[config.mk]
export PLATFORM = sky130hd
export DESIGN_NAME = alu_console
export DESIGN_NICKNAME = d
export VERILOG_FILES = /design/src/rtl/alu_pkg.sv /design/src/rtl/alu_core.sv /design/src/rtl/alu_console.sv
export SDC_FILE = /design/constraint.sdc
export NUM_CORES = 1
export LEC_CHECK = 0
export BUFFER_PORTS_ARGS = -buffer_cell sky130_fd_sc_hd__buf_2
export CAP_MARGIN = 20
export CELL_PAD_IN_SITES_DETAIL_PLACEMENT = 0
export CELL_PAD_IN_SITES_GLOBAL_PLACEMENT = 2
export CORE_MARGIN = 5
export CORE_UTILIZATION = 35
export CTS_CLUSTER_SIZE = 10
export DETAILED_ROUTE_END_ITERATION = 16
export GPL_ROUTABILITY_DRIVEN = 0
export PLACE_DENSITY = 0.76
export SLEW_MARGIN = 20
export SYNTH_ARGS = -nofsm -noshare
export SYNTH_HDL_FRONTEND = slang
export SYNTH_SLANG_ARGS = --single-unit
[constraint.sdc]
create_clock -name clk -period 7 [get_ports clk]
set_input_delay 0.35 -clock clk [delete_from_list [all_inputs] [get_ports clk]]
set_output_delay 0.35 -clock clk [all_outputs]
set_load 0.005 [all_outputs]
[src/rtl/alu_pkg.sv]
// Shared constants for the ALU console: function codes, button indices,
// LED flag positions and the operand-tracking state type.
package alu_pkg;

  localparam logic [2:0] FN_ADD = 3'b000;
  localparam logic [2:0] FN_SUB = 3'b001;
  localparam logic [2:0] FN_NOT = 3'b010;
  localparam logic [2:0] FN_AND = 3'b011;
  localparam logic [2:0] FN_OR  = 3'b100;
  localparam logic [2:0] FN_XOR = 3'b101;
  localparam logic [2:0] FN_SLT = 3'b110;
  localparam logic [2:0] FN_EQ  = 3'b111;

  localparam int BTN_LOADA = 0;
  localparam int BTN_LOADB = 1;
  localparam int BTN_EXEC  = 2;
  localparam int BTN_ACC   = 3;
  localparam int BTN_CLEAR = 4;

  localparam int LED_ERR   = 12;
  localparam int LED_ZERO  = 13;
  localparam int LED_OVF   = 14;
  localparam int LED_CARRY = 15;

  typedef enum logic [2:0] {
    ST_EMPTY,
    ST_HAS_A,
    ST_HAS_B,
    ST_READY,
    ST_SHOW
  } state_t;

endpackage

[src/rtl/alu_core.sv]
// Combinational WIDTH-bit ALU. One shared adder serves add, subtract and the
// signed less-than compare.
module alu_core
  import alu_pkg::*;
#(
  parameter int WIDTH = 8
) (
  input  logic [WIDTH-1:0] a,
  input  logic [WIDTH-1:0] b,
  input  logic [2:0]       func,
  output logic [WIDTH-1:0] out,
  output logic             zero,
  output logic             ovf,
  output logic             carry
);

  logic             sub;
  logic [WIDTH-1:0] b_op;
  logic [WIDTH:0]   sum;
  logic             add_ovf;
  logic             lt;

  always_comb begin
    sub     = (func != FN_ADD);
    b_op    = sub ? ~b : b;
    sum     = {1'b0, a} + {1'b0, b_op} + {{WIDTH{1'b0}}, sub};
    add_ovf = (a[WIDTH-1] == b_op[WIDTH-1]) && (sum[WIDTH-1] != a[WIDTH-1]);
    // Sign of A-B corrected by overflow gives the true signed ordering.
    lt      = sum[WIDTH-1] ^ add_ovf;

    out   = '0;
    ovf   = 1'b0;
    carry = 1'b0;
    case (func)
      FN_ADD, FN_SUB: begin
        out   = sum[WIDTH-1:0];
        ovf   = add_ovf;
        carry = sum[WIDTH];
      end
      FN_NOT:  out = ~a;
      FN_AND:  out = a & b;
      FN_OR:   out = a | b;
      FN_XOR:  out = a ^ b;
      FN_SLT:  out[0] = lt;
      FN_EQ:   out[0] = (a == b);
      default: out = '0;
    endcase
    zero = (out == '0);
  end

endmodule

[src/rtl/alu_console.sv]
// Board ALU console: debounced buttons latch operands and run the ALU; the
// registered result and flags drive the LEDs and hex digits.
module alu_console
  import alu_pkg::*;
#(
  parameter int WIDTH     = 8,
  parameter int NSEG      = 2,
  parameter int DB_CYCLES = 1000
) (
  input  logic              clk,
  input  logic              rst,
  input  logic [4:0]        btn,
  input  logic [15:0]       sw,
  output logic [4*NSEG-1:0] seg,
  output logic [15:0]       ledr
);

  localparam int CW  = $clog2(DB_CYCLES + 1);
  localparam int EXT = (4 * NSEG > WIDTH) ? 4 * NSEG : WIDTH;

  logic [1:0] vld_q, vld_d;
  logic [4:0] evt;

  // Marks when the sync chain holds real samples again after reset.
  always_comb vld_d = {vld_q[0], 1'b1};

  always_ff @(posedge clk or posedge rst) begin
    if (rst) vld_q <= '0;
    else     vld_q <= vld_d;
  end

  generate
    for (genvar gi = 0; gi < 5; gi++) begin : g_db
      logic          s1_q, s1_d, s2_q, s2_d;
      logic          db_q, db_d, prev_q, prev_d, armed_q, armed_d;
      logic [CW-1:0] cnt_q, cnt_d;

      always_comb begin
        s1_d   = btn[gi];
        s2_d   = s1_q;
        prev_d = db_q;
        db_d   = db_q;
        cnt_d  = '0;
        if (s2_q != db_q) begin
          if (cnt_q == CW'(DB_CYCLES - 1)) db_d = s2_q;
          else                             cnt_d = cnt_q + 1'b1;
        end
        // A button held through reset stays disarmed until seen released.
        armed_d = armed_q | (vld_q[1] & ~s2_q);
      end

      always_ff @(posedge clk or posedge rst) begin
        if (rst) begin
          s1_q    <= 1'b0;
          s2_q    <= 1'b0;
          db_q    <= 1'b0;
          prev_q  <= 1'b0;
          armed_q <= 1'b0;
          cnt_q   <= '0;
        end else begin
          s1_q    <= s1_d;
          s2_q    <= s2_d;
          db_q    <= db_d;
          prev_q  <= prev_d;
          armed_q <= armed_d;
          cnt_q   <= cnt_d;
        end
      end

      assign evt[gi] = db_q & ~prev_q & armed_q;
    end
  endgenerate

  state_t           state_q, state_d;
  logic [WIDTH-1:0] a_q, a_d, b_q, b_d, res_q, res_d;
  logic             zero_q, zero_d, ovf_q, ovf_d, carry_q, carry_d, err_q, err_d;
  logic             acc_sel;
  logic [WIDTH-1:0] core_a, core_out;
  logic             core_zero, core_ovf, core_carry;

  assign acc_sel = evt[BTN_ACC] & ~evt[BTN_CLEAR] & ~evt[BTN_LOADA] &
                   ~evt[BTN_LOADB] & ~evt[BTN_EXEC];
  assign core_a  = acc_sel ? res_q : a_q;

  alu_core #(.WIDTH(WIDTH)) u_core (
    .a     (core_a),
    .b     (b_q),
    .func  (sw[15:13]),
    .out   (core_out),
    .zero  (core_zero),
    .ovf   (core_ovf),
    .carry (core_carry)
  );

  always_comb begin
    state_d = state_q;
    a_d     = a_q;
    b_d     = b_q;
    res_d   = res_q;
    zero_d  = zero_q;
    ovf_d   = ovf_q;
    carry_d = carry_q;
    err_d   = err_q;
    if (evt[BTN_CLEAR]) begin
      state_d = ST_EMPTY;
      a_d     = '0;
      b_d     = '0;
      res_d   = '0;
      zero_d  = 1'b0;
      ovf_d   = 1'b0;
      carry_d = 1'b0;
      err_d   = 1'b0;
    end else if (evt[BTN_LOADA]) begin
      a_d = sw[WIDTH-1:0];
      case (state_q)
        ST_EMPTY: state_d = ST_HAS_A;
        ST_HAS_B: state_d = ST_READY;
        default:  state_d = state_q;
      endcase
    end else if (evt[BTN_LOADB]) begin
      b_d = sw[WIDTH-1:0];
      case (state_q)
        ST_EMPTY: state_d = ST_HAS_B;
        ST_HAS_A: state_d = ST_READY;
        default:  state_d = state_q;
      endcase
    end else if (evt[BTN_EXEC] || acc_sel) begin
      if ((state_q == ST_SHOW) || (evt[BTN_EXEC] && state_q == ST_READY)) begin
        if (acc_sel) a_d = res_q;
        res_d   = core_out;
        zero_d  = core_zero;
        ovf_d   = core_ovf;
        carry_d = core_carry;
        err_d   = 1'b0;
        state_d = ST_SHOW;
      end else begin
        err_d = 1'b1;
      end
    end
  end

  always_ff @(posedge clk or posedge rst) begin
    if (rst) begin
      state_q <= ST_EMPTY;
      a_q     <= '0;
      b_q     <= '0;
      res_q   <= '0;
      zero_q  <= 1'b0;
      ovf_q   <= 1'b0;
      carry_q <= 1'b0;
      err_q   <= 1'b0;
    end else begin
      state_q <= state_d;
      a_q     <= a_d;
      b_q     <= b_d;
      res_q   <= res_d;
      zero_q  <= zero_d;
      ovf_q   <= ovf_d;
      carry_q <= carry_d;
      err_q   <= err_d;
    end
  end

  logic [EXT-1:0] res_ext;
  logic           unused_sw;

  assign unused_sw = ^sw[12:WIDTH];

  always_comb begin
    res_ext              = '0;
    res_ext[WIDTH-1:0]   = res_q;
    seg                  = res_ext[4*NSEG-1:0];
    ledr                 = '0;
    ledr[WIDTH-1:0]      = res_q;
    ledr[LED_ERR]        = err_q;
    ledr[LED_ZERO]       = zero_q;
    ledr[LED_OVF]        = ovf_q;
    ledr[LED_CARRY]      = carry_q;
  end

endmodule

Word level (Yosys, flattened, before mapping)
Cells that the tools add are included.
{"block": "word_totals", "in_bits": 23, "output_inout_bits": 24, "reg_bits": 108}
{"block": "op_classes", "n_eq_ne": 29, "bitwise": 44, "n_reduce_logical": 26, "n_mux": 56, "add_sub_neg": 7}
{"operator": "two-way mux 8 bit", "n": 15}
{"operator": "two-way mux 10 bit", "n": 10}
{"operator": "adder 10 x 1 -> 10 bit, second input constant", "n": 5}
{"operator": "equality test 10 bit, second input constant", "n": 5}
{"operator": "case mux 7 bit (5 select lines)", "n": 1}
{"operator": "two-way mux 1 bit", "n": 22}
{"operator": "bitwise AND 1 bit", "n": 19}
{"operator": "inverter 8 bit", "n": 2}
{"operator": "equality test 3 bit, second input constant", "n": 5}
{"operator": "two-way mux 3 bit", "n": 5}
{"operator": "inverter 1 bit", "n": 14}
{"operator": "equality test 3 x 2 -> 1 bit, second input constant", "n": 4}
{"operator": "case mux 3 bit (2 select lines)", "n": 2}
{"operator": "AND reduction 2 bit", "n": 6}
{"operator": "adder 8 x 8 -> 9 bit", "n": 1}
{"operator": "adder 9 x 1 -> 9 bit", "n": 1}
{"operator": "nonzero test 3 bit", "n": 3}
{"operator": "bitwise AND 8 bit", "n": 1}
{"operator": "equality test 8 bit", "n": 1}
{"operator": "zero test 8 bit", "n": 1}
{"operator": "OR 8 bit", "n": 1}
{"operator": "AND reduction 4 bit", "n": 2}
{"operator": "nonzero test 4 bit", "n": 2}
{"operator": "XOR 8 bit", "n": 1}
{"operator": "other kinds (16)", "n": 33}

Logic depth before layout (Yosys ltp)
{"block": "logic_depth", "depth_word": 21, "ltp_mapped": 15, "ltp_nobuf": 14}

Cells and area by module
Synthesis repeated with hierarchy kept, for this count alone.
{"block": "unflattened", "cells_unflattened": 652, "hier_area_um2": 6291.0}
{"mod": "alu_console", "instances": 1, "seq_area_each_um2": 2702.6, "cells_per_inst": 499, "area_per_inst_um2": 5171.2}
{"mod": "alu_core", "instances": 1, "seq_area_each_um2": 0.0, "cells_per_inst": 153, "area_per_inst_um2": 1119.8}

Least setup slack after synthesis
OpenSTA, ideal clock, no wires.
{"block": "synth_path", "path_kind": "reg-to-reg", "startpoint": "register g_db[4].db_q", "endpoint": "register zero_q", "t_arrival_ns": 3.715, "setup_ns": 0.103, "slack_ns": 3.181, "t_required_ns": 6.897, "stages_incl_launch_ff": 16, "path_cell_list": "dfrtp_1 -> and3b_1 -> buf_6 -> or3_4 -> nor2_8 -> mux2i_1 -> a21oi_1 -> fa_1 -> a211oi_1 -> nor3b_1 -> o21ai_0 -> nand2b_1 -> xor2_1 -> a221oi_1 -> nand4_1 -> o41ai_2"}
{"block": "synth_between", "elab_chain_len": 20, "word_cells_on_any_way": 33, "cone_classes": "add/sub: 2; eq/ne: 5; mux: 8; bitwise: 12; reduce/logical: 6"}
{"item": "from (decl)", "line_no": "alu_console.sv:35", "text": "logic db_q, db_d, prev_q, prev_d, armed_q, armed_d;"}
{"item": "from (signal assigned)", "line_no": "alu_console.sv:56", "text": "db_q <= 1'b0;"}
{"item": "from (signal assigned)", "line_no": "alu_console.sv:63", "text": "db_q <= db_d;"}
{"item": "bitwise AND 1 bit (*) (2 in a row)", "line_no": "alu_console.sv:70", "text": "assign evt[gi] = db_q & ~prev_q & armed_q;"}
{"item": "inverter 1 bit", "line_no": "alu_console.sv:81", "text": "assign acc_sel = evt[BTN_ACC] & ~evt[BTN_CLEAR] & ~evt[BTN_LOADA] &"}
{"item": "bitwise AND 1 bit (3 in a row)", "line_no": "alu_console.sv:81"}
{"item": "bitwise AND 1 bit", "line_no": "alu_console.sv:82", "text": "~evt[BTN_LOADB] & ~evt[BTN_EXEC];"}
{"item": "two-way mux 8 bit"}
{"item": "adder 8 x 8 -> 9 bit", "line_no": "alu_core.sv:26", "text": "sum = {1'b0, a} + {1'b0, b_op} + {{WIDTH{1'b0}}, sub};"}
{"item": "adder 9 x 1 -> 9 bit", "line_no": "alu_core.sv:26"}
{"item": "inequality test 1 bit", "line_no": "alu_core.sv:27", "text": "add_ovf = (a[WIDTH-1] == b_op[WIDTH-1]) && (sum[WIDTH-1] != a[WIDTH-1]);"}
{"item": "logical AND 1 bit", "line_no": "alu_core.sv:27"}
{"item": "XOR 1 bit", "line_no": "alu_core.sv:29", "text": "lt = sum[WIDTH-1] ^ add_ovf;"}
{"item": "case mux 1 bit (7 select lines)", "line_no": "alu_core.sv:34", "text": "case (func)"}
{"item": "zero test 8 bit", "line_no": "alu_core.sv:48", "text": "zero = (out == '0);"}
{"item": "two-way mux 1 bit", "line_no": "alu_console.sv:128", "text": "if ((state_q == ST_SHOW) || (evt[BTN_EXEC] && state_q == ST_READY)) begin"}
{"item": "two-way mux 1 bit", "line_no": "alu_console.sv:127", "text": "end else if (evt[BTN_EXEC] || acc_sel) begin"}
{"item": "two-way mux 1 bit", "line_no": "alu_console.sv:120", "text": "end else if (evt[BTN_LOADB]) begin"}
{"item": "two-way mux 1 bit", "line_no": "alu_console.sv:113", "text": "end else if (evt[BTN_LOADA]) begin"}
{"item": "two-way mux 1 bit", "line_no": "alu_console.sv:104", "text": "if (evt[BTN_CLEAR]) begin"}
{"item": "to (signal assigned)", "line_no": "alu_console.sv:157", "text": "zero_q <= zero_d;"}
{"item": "to (decl)", "line_no": "alu_console.sv:76", "text": "logic zero_q, zero_d, ovf_q, ovf_d, carry_q, carry_d, err_q, err_d;"}
Every way passes the cells marked *; elsewhere a longest branch is shown, timed or not. The select of a mux whose other input is x is not followed.
A chain may end at the register's enable or synchronous reset.

Worst setup path in the final report
{"block": "layout_path", "startpoint": "register g_db[0].db_q", "endpoint": "register zero_q"}
{"block": "layout_between", "elab_chain_len": 19, "word_cells_on_any_way": 30, "cone_classes": "add/sub: 2; eq/ne: 4; mux: 8; bitwise: 11; reduce/logical: 5"}
{"item": "from (decl)", "line_no": "alu_console.sv:35"}
{"item": "from (signal assigned)", "line_no": "alu_console.sv:56"}
{"item": "from (signal assigned)", "line_no": "alu_console.sv:63"}
{"item": "bitwise AND 1 bit (*) (2 in a row)", "line_no": "alu_console.sv:70"}
{"item": "inverter 1 bit", "line_no": "alu_console.sv:81"}
{"item": "bitwise AND 1 bit (2 in a row)", "line_no": "alu_console.sv:81"}
{"item": "bitwise AND 1 bit", "line_no": "alu_console.sv:82"}
{"item": "two-way mux 8 bit"}
{"item": "adder 8 x 8 -> 9 bit", "line_no": "alu_core.sv:26"}
{"item": "adder 9 x 1 -> 9 bit", "line_no": "alu_core.sv:26"}
{"item": "inequality test 1 bit", "line_no": "alu_core.sv:27"}
{"item": "logical AND 1 bit", "line_no": "alu_core.sv:27"}
{"item": "XOR 1 bit", "line_no": "alu_core.sv:29"}
{"item": "case mux 1 bit (7 select lines)", "line_no": "alu_core.sv:34"}
{"item": "zero test 8 bit", "line_no": "alu_core.sv:48"}
{"item": "two-way mux 1 bit", "line_no": "alu_console.sv:128"}
{"item": "two-way mux 1 bit", "line_no": "alu_console.sv:127"}
{"item": "two-way mux 1 bit", "line_no": "alu_console.sv:120"}
{"item": "two-way mux 1 bit", "line_no": "alu_console.sv:113"}
{"item": "two-way mux 1 bit", "line_no": "alu_console.sv:104"}
Marks and branches as above.

==> reports/results.ini <==
[outcome]
status=finished, final reports clean

[place]
io_buffers=37
pre_cts_ws_ns=2.220
dp_hpwl_mm=9.605

[cells_and_area]
nets=690
fillers=1663
n_antenna_cell=0
drive_gt1_frac=0.1108
final_common_cell=dfrtp_1
multiInputGateArea_mm2=0.002898
layout_common_cells=dfrtp_1 (108), nor2_1 (78), nand2_1 (55)
areaGrowthSynthToFinish_pct=10.14
regArea_mm2=0.002703

[floorplanning]
initial_utilization=0.3562
fp.dieW_um=139.7
pin_count=47
die_y_um=139.7
core_area_mm2=0.01652
rows=47
dieArea_mm2=0.01951

[synthesis]
syn_area_per_cell_um2=9.617
synth_area_mm2=0.005886
synth_seq_cells=108
ys.flop_type=dfrtp_1
syn-instance-count=612
yosys_warnings=0
synth.distinct_cells=58
synth_edf_count=0
yosysSeqAreaShare=0.4592
ys_async_sr_fraction=1.000

[sta]
rsz0062_at_grt=no
slew_violations=0
skew_ns=0.007601
tightest_slew_ns=0.8606
layout_min_cycle_time_ns=4.752
max_freq_ghz=0.2104
slew-limit-headroom=0.4263
tns_ns=0
setup_slack_ns=2.248
setup_viol=0
finalHoldViolations=0
period_share=0.6789

[setup_path]
cp_slowest_stage_delay_ns=0.62
worstPathCellList=and3b_1 > or3_4 > nor2_8 > mux2i_1 > a21oi_1 > fa_1 > a211oi_1 > nor3b_1 > o21ai_0 > nand2b_1 > xor2_1 > a221oi_1 > nand4_1 > o41ai_2
startpoint_type=register
crit_slowest_cell=mux2i_1
crit_required_ns=7.24
crit_fanout=22
crit_path_end_kind=register
crit_type=register to register
critPathArrivalTime_ns=4.99

[grt]
grt_max_degree=65
grt_antenna_before_repair=0
grt_pass1_wl_mm=22.20
overflow=0
grt_pass1_vias=4368
grtUsageTotal=0.1379

[job]
drv_cap=0

[clock_network]
clk_path_buf_depth=2
htreeDepth=3
cts_buffers=9
clk-insertion-delay-late_ns=0.34
cts_sinks=108
cts_setup_buffers=0
cts_tree=yes
cts-root-buf=clkbuf_16
cts_resized=0
holdBufCountCts=0
clkTransAtPathRegs_ns=0.07

[pwr]
switchingPower_mw=0.2798
peakVddDrop_mv=0.09872
power_density_mw_per_mm2=183.5
seq_power_share=0.539
swShare=0.2353
p_int_mw=0.9095
power_frac_comb=0.063
power_leakage_nw=2.833
pwr-share-clk=0.398

[route]
drc_errors=0
via_count=4258
avgViaCountPerCell=4.945
wl_mm=12.96
wl_per_cell_um=15.05
drt_iter0_markers=262
postRouteAntennaNets=0
drtPass1Iterations=4

[worst_hold_path]
hp-class=input port to asynchronous set/reset pin

==> worst paths after layout <==
path | to | cells past startpoint | slack, ns | from
worst max-delay path | zero_q | 14 | 2.25 | g_db[0].db_q
worst min-delay path | g_db[0].s1_q | 2 | 0.08 | rst
worst max register to register | zero_q | 14 | 2.25 | g_db[0].db_q
worst min register to register | vld_q[1] | 0 | 0.35 | vld_q[0]
max in group asynchronous | g_db[3].prev_q | 3 | 5.70 | rst
min in group clk | g_db[1].s1_q | 1 | 0.11 | btn[1]
==> cells by family (layout without fill, tap and decap cells) <==
kind of cell | count (synthesis) | in the layout | share of synthesized area
other cells | 2 | 5 | 0.001276
buf+inv | 61 | 87 | 0.05038
mux | 11 | 11 | 0.02062
simple gates | 231 | 231 | 0.1915
fa+ha+maj | 30 | 30 | 0.06505
compound gates | 116 | 116 | 0.1331
xor+xnor | 53 | 53 | 0.07887
flops | 108 | 108 | 0.4592
==> routing by layer <==
metal | wire [um] | track usage
met3 | 298 | 0.02093
met1 | 6284 | 0.1889
met5 | 0 | 0
met2 | 6287 | 0.2318
met4 | 90 | 0.03111
==> power by group through the flow <==
stage | clock network (mW) | logic (mW) | registers [mW]
4_1_cts | 0.494 | 0.0766 | 0.641
5_1_grt | 0.520 | 0.0875 | 0.643
3_5_place_dp | 0 | 0.0761 | 0.654
6_report | 0.473 | 0.0747 | 0.641
3_3_place_gp | 0 | 0.0755 | 0.653
2_1_floorplan | 0 | 0.0544 | 0.652
==> final cells by class <==
type / instances / share of cell area
clock buffers: 10 / 0.03687
repair buffers: 40 / 0.03204
flip-flops and latches: 108 / 0.4169
inverters: 32 / 0.01892
multi-input cells: 446 / 0.4470
clock inverters: 5 / 0.005790
well taps: 220 / 0.04246
==> critical path: cells and delay by family (launching register included) <==
family,cells,cell delay (ns)
XOR/XNOR,1,0.15
AND/OR/NAND/NOR,6,1.62
AO/OA/AOI/OAI,5,1.40
adder cells (fa/ha/maj),1,0.43
multiplexers,1,0.62
flip-flops,1,0.42
==> synth_stat cells, drive strengths merged, types with 2 or more instances <==
library cell,count,share of area
dfrtp,108,0.46
nor2,79,0.053
nand2,55,0.035
xnor2,37,0.055
o21ai,33,0.028
inv,32,0.020
ha,29,0.062
nor3,25,0.023
a21oi,24,0.020
buf,18,0.023
xor2,16,0.024
a22o,14,0.021
and3,14,0.015
a21o,12,0.015
nand3,12,0.010
clkbuf,11,0.0070
mux2i,8,0.014
nand4,7,0.0074
o31ai,7,0.0089
nand2b,5,0.0053
or3,5,0.0070
a211oi,4,0.0051
and2,4,0.0043
and3b,4,0.0060
nand3b,4,0.0051
nor3b,4,0.0051
or2,4,0.0043
a221oi,3,0.0045
mux2,3,0.0064
nor4,3,0.0032
o21a,3,0.0038
or4,3,0.0038
a2111oi,2,0.0062
a22oi,2,0.0026
a31oi,2,0.0021
conb,2,0.0013
nor2b,2,0.0021
o22ai,2,0.0021
o311ai,2,0.0030
o41ai,2,0.0043
==> through the flow <==
step	total power [mW]	std cells	util	hold WS [ns]	instance area [um^2]
after floorplan	0.7060	615	-	0.3312	5897
after global placement	0.7286	846	0.3756	0.3314	6206
after CTS	1.212	861	0.3923	0.09863	6482
final	1.189	861	0.3923	0.08173	6482
after detailed placement	0.7299	846	0.3756	0.3347	6206
after global routing	1.250	861	0.3923	0.09698	6482
==> flip-flops by register name (all words and copies together) (netlist names), 2 cells and up <==
register / flops
g_db.s1_q: 5
g_db.s2_q: 5
g_db.db_q: 5
g_db.armed_q: 5
b_q: 8
seg: 8
g_db.prev_q: 5
a_q: 8
g_db.cnt_q: 50
vld_q: 2
state_q: 3
(Power assumes the default switching activity.)
